===== config.mk =====
export PLATFORM = sky130hd
export DESIGN_NAME = mem_port_arbiter
export DESIGN_NICKNAME = d
export VERILOG_FILES = /design/src/rtl/mem_port_arbiter.sv
export SDC_FILE = /design/constraint.sdc
export NUM_CORES = 1
export LEC_CHECK = 0
export BUFFER_PORTS_ARGS = -buffer_cell sky130_fd_sc_hd__buf_4
export CAP_MARGIN = 10
export CORE_ASPECT_RATIO = 1.75
export CORE_MARGIN = 5
export CORE_UTILIZATION = 25
export CTS_CLUSTER_SIZE = 14
export DETAILED_ROUTE_END_ITERATION = 6
export PLACE_DENSITY = 0.47
export SYNTH_ARGS = -nofsm -noshare
export SYNTH_HDL_FRONTEND = slang
export SYNTH_SLANG_ARGS = --single-unit

===== constraint.sdc =====
create_clock -name clk -period 1.7 [get_ports clk]
set_input_delay 0.17 -clock clk [delete_from_list [all_inputs] [get_ports clk]]
set_output_delay 0.17 -clock clk [all_outputs]
set_load 0.02 [all_outputs]

===== src/rtl/mem_port_arbiter.sv =====
// Arbiter/sequencer for the single-ported unified memory shared by instruction fetch and
// data access: grants the port, runs the req/ack handshake with timeout and steers byte lanes.
module mem_port_arbiter #(
    parameter int ADDR_W   = 16,
    parameter int DATA_W   = 16,
    parameter int WAIT_MAX = 15
) (
    input  logic              clk,
    input  logic              reset,
    input  logic              if_req,
    input  logic [ADDR_W-1:0] if_addr,
    output logic [DATA_W-1:0] if_rdata,
    output logic              if_valid,
    input  logic              dm_req,
    input  logic [ADDR_W-1:0] dm_addr,
    input  logic [DATA_W-1:0] dm_wdata,
    input  logic              dm_write,
    input  logic              dm_byte,
    output logic [DATA_W-1:0] dm_rdata,
    output logic              dm_valid,
    input  logic              halt,
    output logic              stall_if,
    output logic              stall_mem,
    output logic              bus_err,
    output logic              m_req,
    output logic [ADDR_W-1:0] m_addr,
    output logic [DATA_W-1:0] m_wdata,
    output logic              m_we,
    output logic [1:0]        m_be,
    input  logic [DATA_W-1:0] m_rdata,
    input  logic              m_ack,
    output logic [1:0]        state_dbg
);
    // Handshake: if_req/dm_req are held with their address/data stable until the matching
    // one-cycle valid pulse; a request still high in the IDLE cycle after that pulse is new.
    typedef enum logic [1:0] {IDLE = 2'd0, BUSY = 2'd1, RESP = 2'd2} state_t;

    localparam int CNT_W = $clog2(WAIT_MAX + 1);
    localparam logic [CNT_W-1:0] CNT_LAST = CNT_W'(WAIT_MAX - 1);
    localparam logic OWN_IF = 1'b0;
    localparam logic OWN_DM = 1'b1;

    state_t            state_q, state_d;
    logic              owner_q, owner_d;
    logic              last_q, last_d;
    logic [CNT_W-1:0]  cnt_q, cnt_d;
    logic              byte_q, byte_d;
    logic              lane_q, lane_d;
    logic              m_req_d, m_we_d, if_valid_d, dm_valid_d, bus_err_d;
    logic [1:0]        m_be_d;
    logic [ADDR_W-1:0] m_addr_d;
    logic [DATA_W-1:0] m_wdata_d, if_rdata_d, dm_rdata_d, rd_word;
    logic              if_ok;

    always_ff @(posedge clk) begin
        if (reset) begin
            state_q  <= IDLE;
            owner_q  <= OWN_IF;
            last_q   <= OWN_IF;
            cnt_q    <= '0;
            byte_q   <= 1'b0;
            lane_q   <= 1'b0;
            m_req    <= 1'b0;
            m_addr   <= '0;
            m_wdata  <= '0;
            m_we     <= 1'b0;
            m_be     <= 2'b00;
            if_valid <= 1'b0;
            dm_valid <= 1'b0;
            if_rdata <= '0;
            dm_rdata <= '0;
            bus_err  <= 1'b0;
        end else begin
            state_q  <= state_d;
            owner_q  <= owner_d;
            last_q   <= last_d;
            cnt_q    <= cnt_d;
            byte_q   <= byte_d;
            lane_q   <= lane_d;
            m_req    <= m_req_d;
            m_addr   <= m_addr_d;
            m_wdata  <= m_wdata_d;
            m_we     <= m_we_d;
            m_be     <= m_be_d;
            if_valid <= if_valid_d;
            dm_valid <= dm_valid_d;
            if_rdata <= if_rdata_d;
            dm_rdata <= dm_rdata_d;
            bus_err  <= bus_err_d;
        end
    end

    always_comb begin
        state_d    = state_q;
        owner_d    = owner_q;
        last_d     = last_q;
        cnt_d      = cnt_q;
        byte_d     = byte_q;
        lane_d     = lane_q;
        m_req_d    = m_req;
        m_addr_d   = m_addr;
        m_wdata_d  = m_wdata;
        m_we_d     = m_we;
        m_be_d     = m_be;
        if_valid_d = 1'b0;
        dm_valid_d = 1'b0;
        bus_err_d  = 1'b0;
        if_rdata_d = if_rdata;
        dm_rdata_d = dm_rdata;
        if_ok      = if_req & ~halt;

        // Stores return zero; lbu picks the addressed lane and zero-extends it.
        rd_word = '0;
        if (!m_we) begin
            if (byte_q) rd_word = {8'h00, lane_q ? m_rdata[15:8] : m_rdata[7:0]};
            else        rd_word = m_rdata;
        end

        case (state_q)
            IDLE: begin
                // DM has priority except right after its own grant when a fetch is waiting.
                if (dm_req && !(last_q == OWN_DM && if_ok)) begin
                    owner_d = OWN_DM;
                    last_d  = OWN_DM;
                    cnt_d   = '0;
                    if (!dm_byte && dm_addr[0]) begin
                        state_d    = RESP;
                        dm_valid_d = 1'b1;
                        bus_err_d  = 1'b1;
                        dm_rdata_d = '0;
                    end else begin
                        state_d   = BUSY;
                        m_req_d   = 1'b1;
                        m_addr_d  = dm_addr;
                        m_we_d    = dm_write;
                        byte_d    = dm_byte;
                        lane_d    = dm_addr[0];
                        m_be_d    = dm_byte ? (dm_addr[0] ? 2'b10 : 2'b01) : 2'b11;
                        m_wdata_d = dm_byte ? {2{dm_wdata[7:0]}} : dm_wdata;
                    end
                end else if (if_ok) begin
                    owner_d  = OWN_IF;
                    last_d   = OWN_IF;
                    cnt_d    = '0;
                    state_d  = BUSY;
                    m_req_d  = 1'b1;
                    m_addr_d = if_addr;
                    m_we_d   = 1'b0;
                    m_be_d   = 2'b11;
                    byte_d   = 1'b0;
                    lane_d   = 1'b0;
                end
            end
            BUSY: begin
                if (m_ack || cnt_q == CNT_LAST) begin
                    state_d   = RESP;
                    m_req_d   = 1'b0;
                    m_we_d    = 1'b0;
                    m_be_d    = 2'b00;
                    bus_err_d = ~m_ack;
                    if (owner_q == OWN_IF) begin
                        if_valid_d = 1'b1;
                        if_rdata_d = m_ack ? rd_word : '0;
                    end else begin
                        dm_valid_d = 1'b1;
                        dm_rdata_d = m_ack ? rd_word : '0;
                    end
                end else begin
                    cnt_d = cnt_q + 1'b1;
                end
            end
            RESP:    state_d = IDLE;
            default: state_d = IDLE;
        endcase
    end

    assign stall_if  = if_req & ~if_valid;
    assign stall_mem = dm_req & ~dm_valid;
    assign state_dbg = state_q;
endmodule


[Word-level counts from Yosys, hierarchy flattened]
Index checks and enable logic that the tools add are counted.
Operators by class
  add/sub/neg operators: 1
  equality and inequality tests: 10
  muxes and demuxes: 51
  bitwise logic cells: 11
  reductions and logical operators: 18
Operators by type and width (count)
  2-to-1 mux 16 bit: 11
  one-hot mux 16 bit (2 select lines): 1
  2-to-1 mux 2 bit: 10
  2-to-1 mux 1 bit: 18
  2-to-1 mux 4 bit: 3
  != test 2 bit (second input constant): 6
  AND reduction 3 bit: 4
  2-to-1 mux 8 bit: 1
  inverter 1 bit: 8
  one-hot mux 1 bit (2 select lines): 4
  one-hot mux 2 bit (2 select lines): 2
  one-hot mux 4 bit (2 select lines): 1
  != test 3 bit (second input constant): 2
  AND reduction 5 bit: 1
  adder 4 x 1 -> 4 bit (second input constant): 1
  == test 4 bit (second input constant): 1
  AND reduction 2 bit: 2
  AND reduction 4 bit: 1
  nonzero test 2 bit: 2
  AND 1 bit: 3
  logical AND 1 bit: 3
  OR reduction 3 bit: 1
  == test 2 x 1 -> 1 bit (second input constant): 1
  zero test 1 bit: 2
  other kinds (2): 2
Storage, ports and cells
  flip-flop bits (word level): 80
  input bits: 72
  logic and storage cells: 106

[Logic depth before layout (Yosys ltp)]
Gate-level depths: netlist (run 1).
  depth in word-level cells: 7
  gate-level depth with buffers: 8
  mapped depth without buffers: 6

[Worst setup path after synthesis (run 1)]
Ideal clock, no wire load.
  kind: register to register
  from: reg cnt_q[0]
  to: reg dm_rdata[13]
  setup time: 0.057 ns
  arrival time: 1.773 ns
  required time: 1.643 ns
  path slack: -0.131 ns
  cell stages (with the launch flop): 9
  path buffers: 2
  cell sequence: dfxtp_1 inv_1 ha_1 and3_1 or3_1 buf_6 a31oi_4 buf_6 a22o_2
Between the ends
  longest elaborated chain between the ends: 4
Ends and longest elaborated chain
  start: declaration: RTL line 46  | logic [CNT_W-1:0] cnt_q, cnt_d;
  start signal: assignment: RTL line 77  | cnt_q <= cnt_d;
  == test 4 bit: RTL line 155  | if (m_ack || cnt_q == CNT_LAST) begin
  logical OR 1 bit: RTL line 155
  != test 2 bit (no line)
  AND reduction 5 bit (no line)
  end signal: assignment: RTL line 88  | dm_rdata <= dm_rdata_d;
  end: declaration: RTL line 19  | output logic [DATA_W-1:0] dm_rdata,
Every way passes these cells.
A chain may end at the register's enable or synchronous reset.

[Worst setup path after layout (run 1)]
  from: reg cnt_q[0]
  to: reg dm_rdata[0]
The elaborated chain is that of the path after synthesis.

==> results of run 1 <==
[cell families (layout without fill, tap and decap cells)]
logic type | after synthesis | after routing | share of synthesized area [%]
adder cells (fa/ha/maj) | 2 | 2 | 0.743
buffers and inverters | 34 | 199 | 4.94
AO/OA/AOI/OAI | 93 | 93 | 19.8
AND/OR/NAND/NOR | 130 | 130 | 18.7
multiplexers | 25 | 25 | 7.73
XOR/XNOR | 2 | 2 | 0.520
flip-flops | 80 | 80 | 47.6
[per-stage QoR]
| stage | instances | TNS, ns | worst slack, ns | instance area [sq um] |
|---|---|---|---|---|
| floorplan | 366 | -0.227 | -0.0303 | 3390 |
| global placement | 685 | -0.520 | -0.0376 | 4810 |
| detailed placement | 685 | -1.26 | -0.0849 | 4810 |
| CTS | 701 | 0 | 0.00615 | 5160 |
| global route | 705 | -0.496 | -0.0464 | 5210 |
| finish | 705 | 0 | 0.0161 | 5210 |
[layer usage]
layer  wire, microns  GRT usage [%]  part of all wire [%]
met5               0              0                     0
met4             358           7.37                   3.1
met3             655           3.72                   5.6
met2            6370           27.4                    55
met1            4270           14.7                    37
[layout by cell type, fill, tap and decap left out, types with 2 or more instances in the layout]
cell type,Yosys,final
a211oi_1,12,12
a21oi_1,31,31
a22o_1,7,7
a22o_2,2,2
a311oi_1,15,15
a31o_2,3,3
and2_1,2,2
and3_1,4,3
buf_12,0,3
buf_4,1,176
bufinv_16,0,2
clkbuf_16,0,9
clkinv_4,0,2
dfxtp_1,80,78
dfxtp_2,0,2
inv_1,4,3
mux2_2,8,8
mux2i_1,17,17
nand2_1,60,60
nand3_1,16,16
nand3b_1,2,2
nor2_1,21,21
nor2b_1,5,5
nor3_1,7,6
nor3b_4,2,2
o21ai_0,8,8
o2bb2ai_1,8,6
o2bb2ai_2,0,2
or3_4,0,2
or4_4,0,2
[power by group through the flow]
stage,logic (mW),registers (mW),clock network (mW)
2_1_floorplan,0.396,2.22,0
3_3_place_gp,1.02,2.11,0
3_5_place_dp,1.02,2.11,0
4_1_cts,1.03,2.07,2.19
5_1_grt,1.12,2.08,2.28
6_report,1.02,2.07,2.13
[cell type report]
type / count / area share [%]
Clock buffer: 10 / 4.59
Clock inverter: 6 / 1.75
Inverter: 4 / 0.288
Multi-Input combinational cell: 252 / 31.9
Sequential cell: 80 / 30.8
Tap cell: 174 / 4.18
Timing Repair Buffer: 179 / 26.5
[registers in the layout (all words and copies together) (netlist names), 2 cells and up]
name / count
dm_rdata: 16
if_rdata: 16
m_addr: 16
m_wdata: 16
cnt_q: 4
m_be: 2
state_dbg: 2
[worst paths after layout]
| check | start | end | slack, ns | depth (start not counted) |
|---|---|---|---|---|
| setup / recovery | cnt_q[0] | dm_rdata[0] | 0.02 | 7 |
| hold / removal | m_rdata[8] | dm_rdata[8] | 0.08 | 2 |
| setup reg to reg | cnt_q[0] | dm_rdata[0] | 0.02 | 7 |
| hold reg to reg | if_rdata[14] | if_rdata[14] | 0.47 | 2 |
[worst max-delay path: stages (launching register included)]
cell	delay (ns)
dfxtp_2	0.33
inv_2	0.05
ha_4	0.15
and3_4	0.19
or3_4	0.44
a31oi_4	0.17
buf_12	0.16
o2bb2ai_1	0.12
[repair_timing]
item,CTS,global route
pin swaps,1,1
buffers inserted,0,4
hold buffers,0,0
resized for setup,4,5
setup endpoints to repair,26,36
[synthesized netlist by cell type (2+ instances only)]
master and instances:
buf_1 3, nand3b_1 2, a21oi_1 31, a31o_2 3
ha_1 2, nor3b_4 2, and3_1 4, nor2b_1 5
o2bb2ai_1 8, buf_6 3, buf_2 10, nor3_1 7
clkbuf_1 13, dfxtp_1 80, inv_1 4, nand3_1 16
a22o_2 2, mux2i_1 17, mux2_2 8, nor2_1 21
a211oi_1 12, nand2_1 60, and2_1 2, o21ai_0 8
a311oi_1 15, a22o_1 7
==> flow_summary.json, run 1 <==
{
  "drc": 0,
  "grt_use_total_pct": 14.6,
  "path_clk_slew_ns": 0.06,
  "avgViaCountPerCell": 4.65,
  "core_sq_um": 13300,
  "ys_seq_elements": 80,
  "wl_microns": 11700,
  "grt_pass1_vias": 3457,
  "drt_first_iter_violations": 54,
  "nets": 600,
  "fmax_mhz": 594,
  "place.port_buffers": 146,
  "async_reset_ff_share_pct": 0,
  "ir_worst_vdd_mv": 0.463,
  "nFillCells": 1400,
  "multiInputGateArea_sq_um": 1660,
  "max_cap_violations": 0,
  "synth.distinct_cells": 47,
  "period_minus_slack_ns": 1.68,
  "synth_edf_count": 0,
  "p_sw_mw": 1.41,
  "drive_above_1_share_pct": 42.6,
  "power_density_nw_per_um2": 1000,
  "cts_tree": "yes",
  "hold_class": "primary input to register",
  "final_core_util_pct": 39.1,
  "finalMaxSlewViolations": 0,
  "synth_area_sq_um": 3370,
  "synth_warnings": 0,
  "maxSlewHeadroom_pct": 72.1,
  "num_rows": 56,
  "p_total_mw": 5.22,
  "vias": 3277,
  "cts_inserted_buffers": 9,
  "synth.area.top_cells": "dfxtp_1, nand2_1, mux2i_1",
  "wire_per_inst_microns": 16.5,
  "synth_fp_nets": 440,
  "p_sw_share_pct": 27.0,
  "cp_max_fo": 16,
  "cts_num_sinks": 80,
  "finalSetupViolations": 0,
  "ant_nets": 0,
  "cts_htree_levels": 3,
  "seq_area_sq_um": 1600,
  "die_height_microns": 164,
  "syn_to_final_growth_pct": 54.7,
  "cts_buffer_depth": 2,
  "synthCells": 366,
  "yosys.area.top_type": "dfxtp_1",
  "grt_first_pass_wirelength_microns": 18300,
  "synth_area_per_cell_sq_um": 9.20,
  "p_int_mw": 3.81,
  "clock_skew_ns": 0.00697,
  "dp_hpwl_microns": 9220,
  "io_pins": 147,
  "insertion_delay_ns": 0.33,
  "status": "completed",
  "hold_viol": 0,
  "startpoint_type": "register",
  "path_class": "register to register",
  "clock_tree.root_cell": "clkbuf_16",
  "rsz0062_at_grt": "yes",
  "grt.overflow.total": 0,
  "synth_top_area_share_pct": 47.6,
  "grt_max_degree": 25,
  "diodes": 0,
  "gp_congestion": 0.765,
  "dieArea_sq_um": 16000,
  "fin_crit_sh_pct": 99.1,
  "firstDrtPassIters": 4,
  "clkPwrFrac_pct": 40.8,
  "seq_area_frac_synth_pct": 47.6,
  "crit_required_ns": 1.96,
  "arrival_ns": 1.95,
  "ys.flop_type": "dfxtp_1",
  "die_w_microns": 97.7,
  "pwr-share-comb_pct": 19.6,
  "antenna_found_initial": 0,
  "initial_core_util_pct": 25.3,
  "hold_slack_ns": 0.0839,
  "worst_pin_slew_ns": 0.418,
  "leakagePower_nw": 2.27,
  "seqPwrFrac_pct": 39.6,
  "end_kind": "register"
}
Power figures use the tool's default switching activity.
==> inputs of run 2 (changes only) <==
--- a/config.mk
+++ b/config.mk
@@ -7,12 +7,14 @@
 export LEC_CHECK = 0
 export BUFFER_PORTS_ARGS = -buffer_cell sky130_fd_sc_hd__buf_4
 export CAP_MARGIN = 10
+export CELL_PAD_IN_SITES_DETAIL_PLACEMENT = 0
+export CELL_PAD_IN_SITES_GLOBAL_PLACEMENT = 1
 export CORE_ASPECT_RATIO = 1.75
 export CORE_MARGIN = 5
 export CORE_UTILIZATION = 25
 export CTS_CLUSTER_SIZE = 14
 export DETAILED_ROUTE_END_ITERATION = 6
-export PLACE_DENSITY = 0.47
+export PLACE_DENSITY = 0.62
 export SYNTH_ARGS = -nofsm -noshare
 export SYNTH_HDL_FRONTEND = slang
 export SYNTH_SLANG_ARGS = --single-unit
==> flow_summary.json, run 2 (synthesized netlist as in run 1, its figures left out) <==
{
  "status": "completed",
  "final_common_cell": "buf_4",
  "p_sw_mw": 1.41,
  "hold_viol": 0,
  "seqPwrFrac_pct": 39.6,
  "syn_to_final_growth_pct": 51.7,
  "grt_first_pass_wirelength_microns": 17500,
  "wire_per_inst_microns": 16.1,
  "cts_buffer_depth": 2,
  "multiInputGateArea_sq_um": 1630,
  "critPathSlowestCell": "or3_4",
  "rsz0062_at_grt": "yes",
  "seq_area_sq_um": 1600,
  "finalSetupViolations": 0,
  "clock_tree.root_cell": "clkbuf_16",
  "pwr-share-comb_pct": 19.3,
  "crit_required_ns": 1.98,
  "clkPwrFrac_pct": 41.1,
  "drive_above_1_share_pct": 40.7,
  "startpoint_type": "register",
  "holdPathStages": 2,
  "grt_pass1_vias": 3310,
  "drc": 0,
  "p_sw_share_pct": 27.2,
  "grt_max_degree": 29,
  "path_class": "register to register",
  "core_sq_um": 13300,
  "finalMaxSlewViolations": 0,
  "p_int_mw": 3.79,
  "hold_slack_ns": 0.0737,
  "grt_use_total_pct": 13.8,
  "max_cap_violations": 0,
  "wl_microns": 11200,
  "die_height_microns": 164,
  "place_inst": 680,
  "dieArea_sq_um": 16000,
  "nets": 592,
  "end_kind": "register",
  "dp_hpwl_microns": 8770,
  "dp_slack_ns": -0.0325,
  "grt.overflow.total": 0,
  "die_w_microns": 97.7,
  "vias": 3272,
  "cp_max_fo": 16,
  "fin_crit_sh_pct": 96.8,
  "ant_nets": 0,
  "critPathMaxStageDelay_ns": 0.41,
  "drt_first_iter_violations": 102,
  "power_density_nw_per_um2": 1020,
  "worst_pin_slew_ns": 0.399,
  "setup_ws_ns": 0.0543,
  "path_clk_slew_ns": 0.06,
  "initial_core_util_pct": 25.3,
  "num_rows": 56,
  "cts_htree_levels": 3,
  "insertion_delay_ns": 0.34,
  "cts_tree": "yes",
  "worstPathCellList": "inv_2, ha_4, and3_4, or3_4, a31oi_4, buf_12, a22o_2",
  "period_minus_slack_ns": 1.65,
  "clock_skew_ns": 0.0108,
  "firstDrtPassIters": 4,
  "io_pins": 147,
  "worst_r2r_path_depth": 7,
  "maxSlewHeadroom_pct": 73.4,
  "diodes": 0,
  "ir_worst_vdd_mv": 0.509,
  "gp_congestion": 0.773,
  "mostFrequentLayoutCells": "buf_4, dfxtp_1, nand2_1",
  "cts_inserted_buffers": 9,
  "fmax_mhz": 608,
  "hold_class": "primary input to register",
  "antenna_found_initial": 0,
  "arrival_ns": 1.93,
  "p_total_mw": 5.20,
  "final_cell_count_no_fill": 697,
  "cts_num_sinks": 80,
  "avgViaCountPerCell": 4.69,
  "place_area_sq_um": 4750,
  "nFillCells": 1399,
  "place.port_buffers": 146,
  "leakagePower_nw": 2.22,
  "postLayoutCellArea_sq_um": 5110
}
run 2: per-layer routing:
layer / global-route usage (%) / share of wire, %
met1: 15.5 / 40
met5: 0 / 0
met3: 3.50 / 6.3
met4: 6.36 / 2.3
met2: 24.3 / 51
run 2: worst paths after layout:
check	start	to	slack [ns]
worst min-delay path	m_rdata[12]	dm_rdata[12]	0.07
worst max register to register	cnt_q[0]	dm_rdata[13]	0.05
worst max-delay path	cnt_q[0]	dm_rdata[13]	0.05
worst min register to register	if_rdata[7]	if_rdata[7]	0.46
run 2: layout make-up:
type | count | area share [%]
Clock buffer | 10 | 4.68
Clock inverter | 6 | 1.79
Inverter | 4 | 0.294
Multi-Input combinational cell | 252 | 32.0
Sequential cell | 80 | 31.4
Tap cell | 174 | 4.26
Timing Repair Buffer | 171 | 25.6
run 2: timing repair:
| item | 4_1_cts | 5_1_grt |
|---|---|---|
| hold buffers | 0 | 0 |
| endpoints found under the setup margin | 5 | 11 |
| pin swaps | 1 | 0 |
| setup buffers | 0 | 1 |
| resized for setup | 3 | 1 |
run 2: worst max-delay path: cells and delay by family (launching register included):
family / cells / cell delay (ns)
buffers and inverters: 2 / 0.22
AO/OA/AOI/OAI: 2 / 0.30
adder cells (fa/ha/maj): 1 / 0.15
AND/OR/NAND/NOR: 2 / 0.60
flip-flops: 1 / 0.33
run 2: metrics by stage:
| step | TNS [ns] | utilization [%] |
|---|---|---|
| after floorplan | -0.227 | - |
| after global placement | 0 | 35.7 |
| after detailed placement | -0.0758 | 35.7 |
| after CTS | 0 | 38.3 |
| after global routing | -0.0420 | 38.4 |
| final | 0 | 38.4 |
run 2: power by group through the flow:
stage | logic (mW) | registers, mW | clock network, mW
final | 1.00 | 2.06 | 2.14
after global routing | 1.09 | 2.07 | 2.26
after CTS | 1.01 | 2.06 | 2.20
after detailed placement | 1.01 | 2.10 | 0
after floorplan | 0.396 | 2.22 | 0
after global placement | 1.00 | 2.10 | 0
==> inputs of run 3 (changes only) <==
--- a/config.mk
+++ b/config.mk
@@ -14,7 +14,8 @@
 export CORE_UTILIZATION = 25
 export CTS_CLUSTER_SIZE = 14
 export DETAILED_ROUTE_END_ITERATION = 6
-export PLACE_DENSITY = 0.62
+export MAX_ROUTING_LAYER = met4
+export PLACE_DENSITY = 0.59
 export SYNTH_ARGS = -nofsm -noshare
 export SYNTH_HDL_FRONTEND = slang
 export SYNTH_SLANG_ARGS = --single-unit
==> constraint.sdc (replaced) <==
create_clock -name clk -period 2.1 [get_ports clk]
set_input_delay 0.21 -clock clk [delete_from_list [all_inputs] [get_ports clk]]
set_output_delay 0.21 -clock clk [all_outputs]
set_load 0.02 [all_outputs]
==> flow_summary.json, run 3 (synthesized netlist as in run 1, its figures left out) <==
{
  "leakagePower_nw": 2.15,
  "diodes": 0,
  "firstDrtPassIters": 4,
  "grt.overflow.total": 0,
  "die_height_microns": 164,
  "clock_tree.root_cell": "clkbuf_16",
  "grt_use_total_pct": 14.8,
  "place_area_sq_um": 4640,
  "syn_to_final_growth_pct": 47.9,
  "worstPathCellList": "inv_1, ha_1, and3_1, or3_1, a31oi_4, buf_12, o2bb2ai_1",
  "finalMaxSlewViolations": 0,
  "critPathSlowestCell": "or3_1",
  "grt_first_pass_wirelength_microns": 18000,
  "core_sq_um": 13300,
  "maxSlewHeadroom_pct": 61.9,
  "avgViaCountPerCell": 4.68,
  "critPathMaxStageDelay_ns": 0.49,
  "fin_crit_sh_pct": 91.4,
  "setup-tns-final_ns": 0,
  "hold_class": "primary input to register",
  "cts_hold_buf": 0,
  "gp_congestion": 0.785,
  "insertion_delay_ns": 0.33,
  "grt_max_degree": 45,
  "dp_hpwl_microns": 8820,
  "wl_microns": 11300,
  "cts_num_sinks": 80,
  "worst_pin_slew_ns": 0.570,
  "cts_setup_buffers": 0,
  "initial_core_util_pct": 25.3,
  "antenna_found_initial": 0,
  "cp_max_fo": 16,
  "ir_worst_vdd_mv": 0.337,
  "max_cap_violations": 0,
  "rsz0062_at_grt": "no",
  "cts_htree_levels": 3,
  "final_core_util_pct": 37.4,
  "fmax_mhz": 521,
  "cts_tree": "yes",
  "startpoint_type": "register",
  "wire_per_inst_microns": 16.5,
  "finalSetupViolations": 0,
  "io_pins": 147,
  "grt_pass1_vias": 3388,
  "crit_required_ns": 2.36,
  "drc": 0,
  "postLayoutCellArea_sq_um": 4980,
  "hold_viol": 0,
  "path_class": "register to register",
  "power_density_nw_per_um2": 847,
  "arrival_ns": 2.18,
  "nFillCells": 1434,
  "place.port_buffers": 146,
  "nets": 580,
  "cts_inserted_buffers": 9,
  "end_kind": "register",
  "final_common_cell": "buf_4",
  "drive_above_1_share_pct": 38.2,
  "vias": 3207,
  "ant_nets": 0,
  "clock_skew_ns": 0.00577,
  "period_minus_slack_ns": 1.92,
  "drt_first_iter_violations": 146,
  "p_total_mw": 4.22,
  "hold_slack_ns": 0.121,
  "die_w_microns": 97.7,
  "num_rows": 56,
  "status": "completed",
  "path_clk_slew_ns": 0.06,
  "cts_buffer_depth": 2,
  "mostFrequentLayoutCells": "buf_4, dfxtp_1, nand2_1",
  "dieArea_sq_um": 16000,
  "cts_resized": 0
}
run 3: changes by cell type in the layout (fill, tap and decap cells not counted), sizes merged:
cell,delta
bufinv,+1
inv,-1
clkinv,-1
buf,-12
clkinvlp,+1
run 3: power by group:
part / switching, mW / leakage, nW / internal [mW]
Clock: 0.611 / 0.162 / 1.16
Sequential: 0.0647 / 0.653 / 1.61
Combinational: 0.423 / 1.33 / 0.349
Total: 1.10 / 2.15 / 3.12
run 3: routing by layer:
| layer | vias up | global-route usage [%] | part of all wire [%] |
|---|---|---|---|
| met3 | 18 | 3.25 | 5.0 |
| met5 | - | - | 0 |
| met4 | 0 | 6.49 | 2.7 |
| met2 | 107 | 26.0 | 52 |
| met1 | 1479 | 15.9 | 41 |
| li1 | 1603 | - | - |
run 3: final timing paths:
check	to	slack (ns)	from	depth (start not counted)
worst max-delay path	dm_rdata[7]	0.18	cnt_q[0]	7
worst min register to register	if_rdata[5]	0.46	if_rdata[5]	2
worst max register to register	dm_rdata[7]	0.18	cnt_q[0]	7
worst min-delay path	m_wdata[1]	0.12	dm_wdata[1]	3
run 3: layout make-up:
type	count	area, sq um	share of cell area (%)
sequential	80	1600	32.2
tap	174	218	4.37
clock buffer	10	229	4.60
inverter	4	15.0	0.301
multi-input combinational	252	1600	32.2
clock inverter	6	108	2.16
timing repair buffer	159	1210	24.2
run 3: metrics by stage:
stage	setup slack [ns]	cells
final	0.180	685
after detailed placement	0.183	669
after global routing	0.0350	685
after global placement	0.245	669
after CTS	0.165	685
after floorplan	0.269	366
run 3: critical path: cells and delay by family (launching register included):
| family | cells | cell delay (ns) |
|---|---|---|
| AND/OR/NAND/NOR | 2 | 0.71 |
| flip-flops | 1 | 0.35 |
| AO/OA/AOI/OAI | 2 | 0.34 |
| buffers and inverters | 2 | 0.24 |
| adder cells (fa/ha/maj) | 1 | 0.20 |
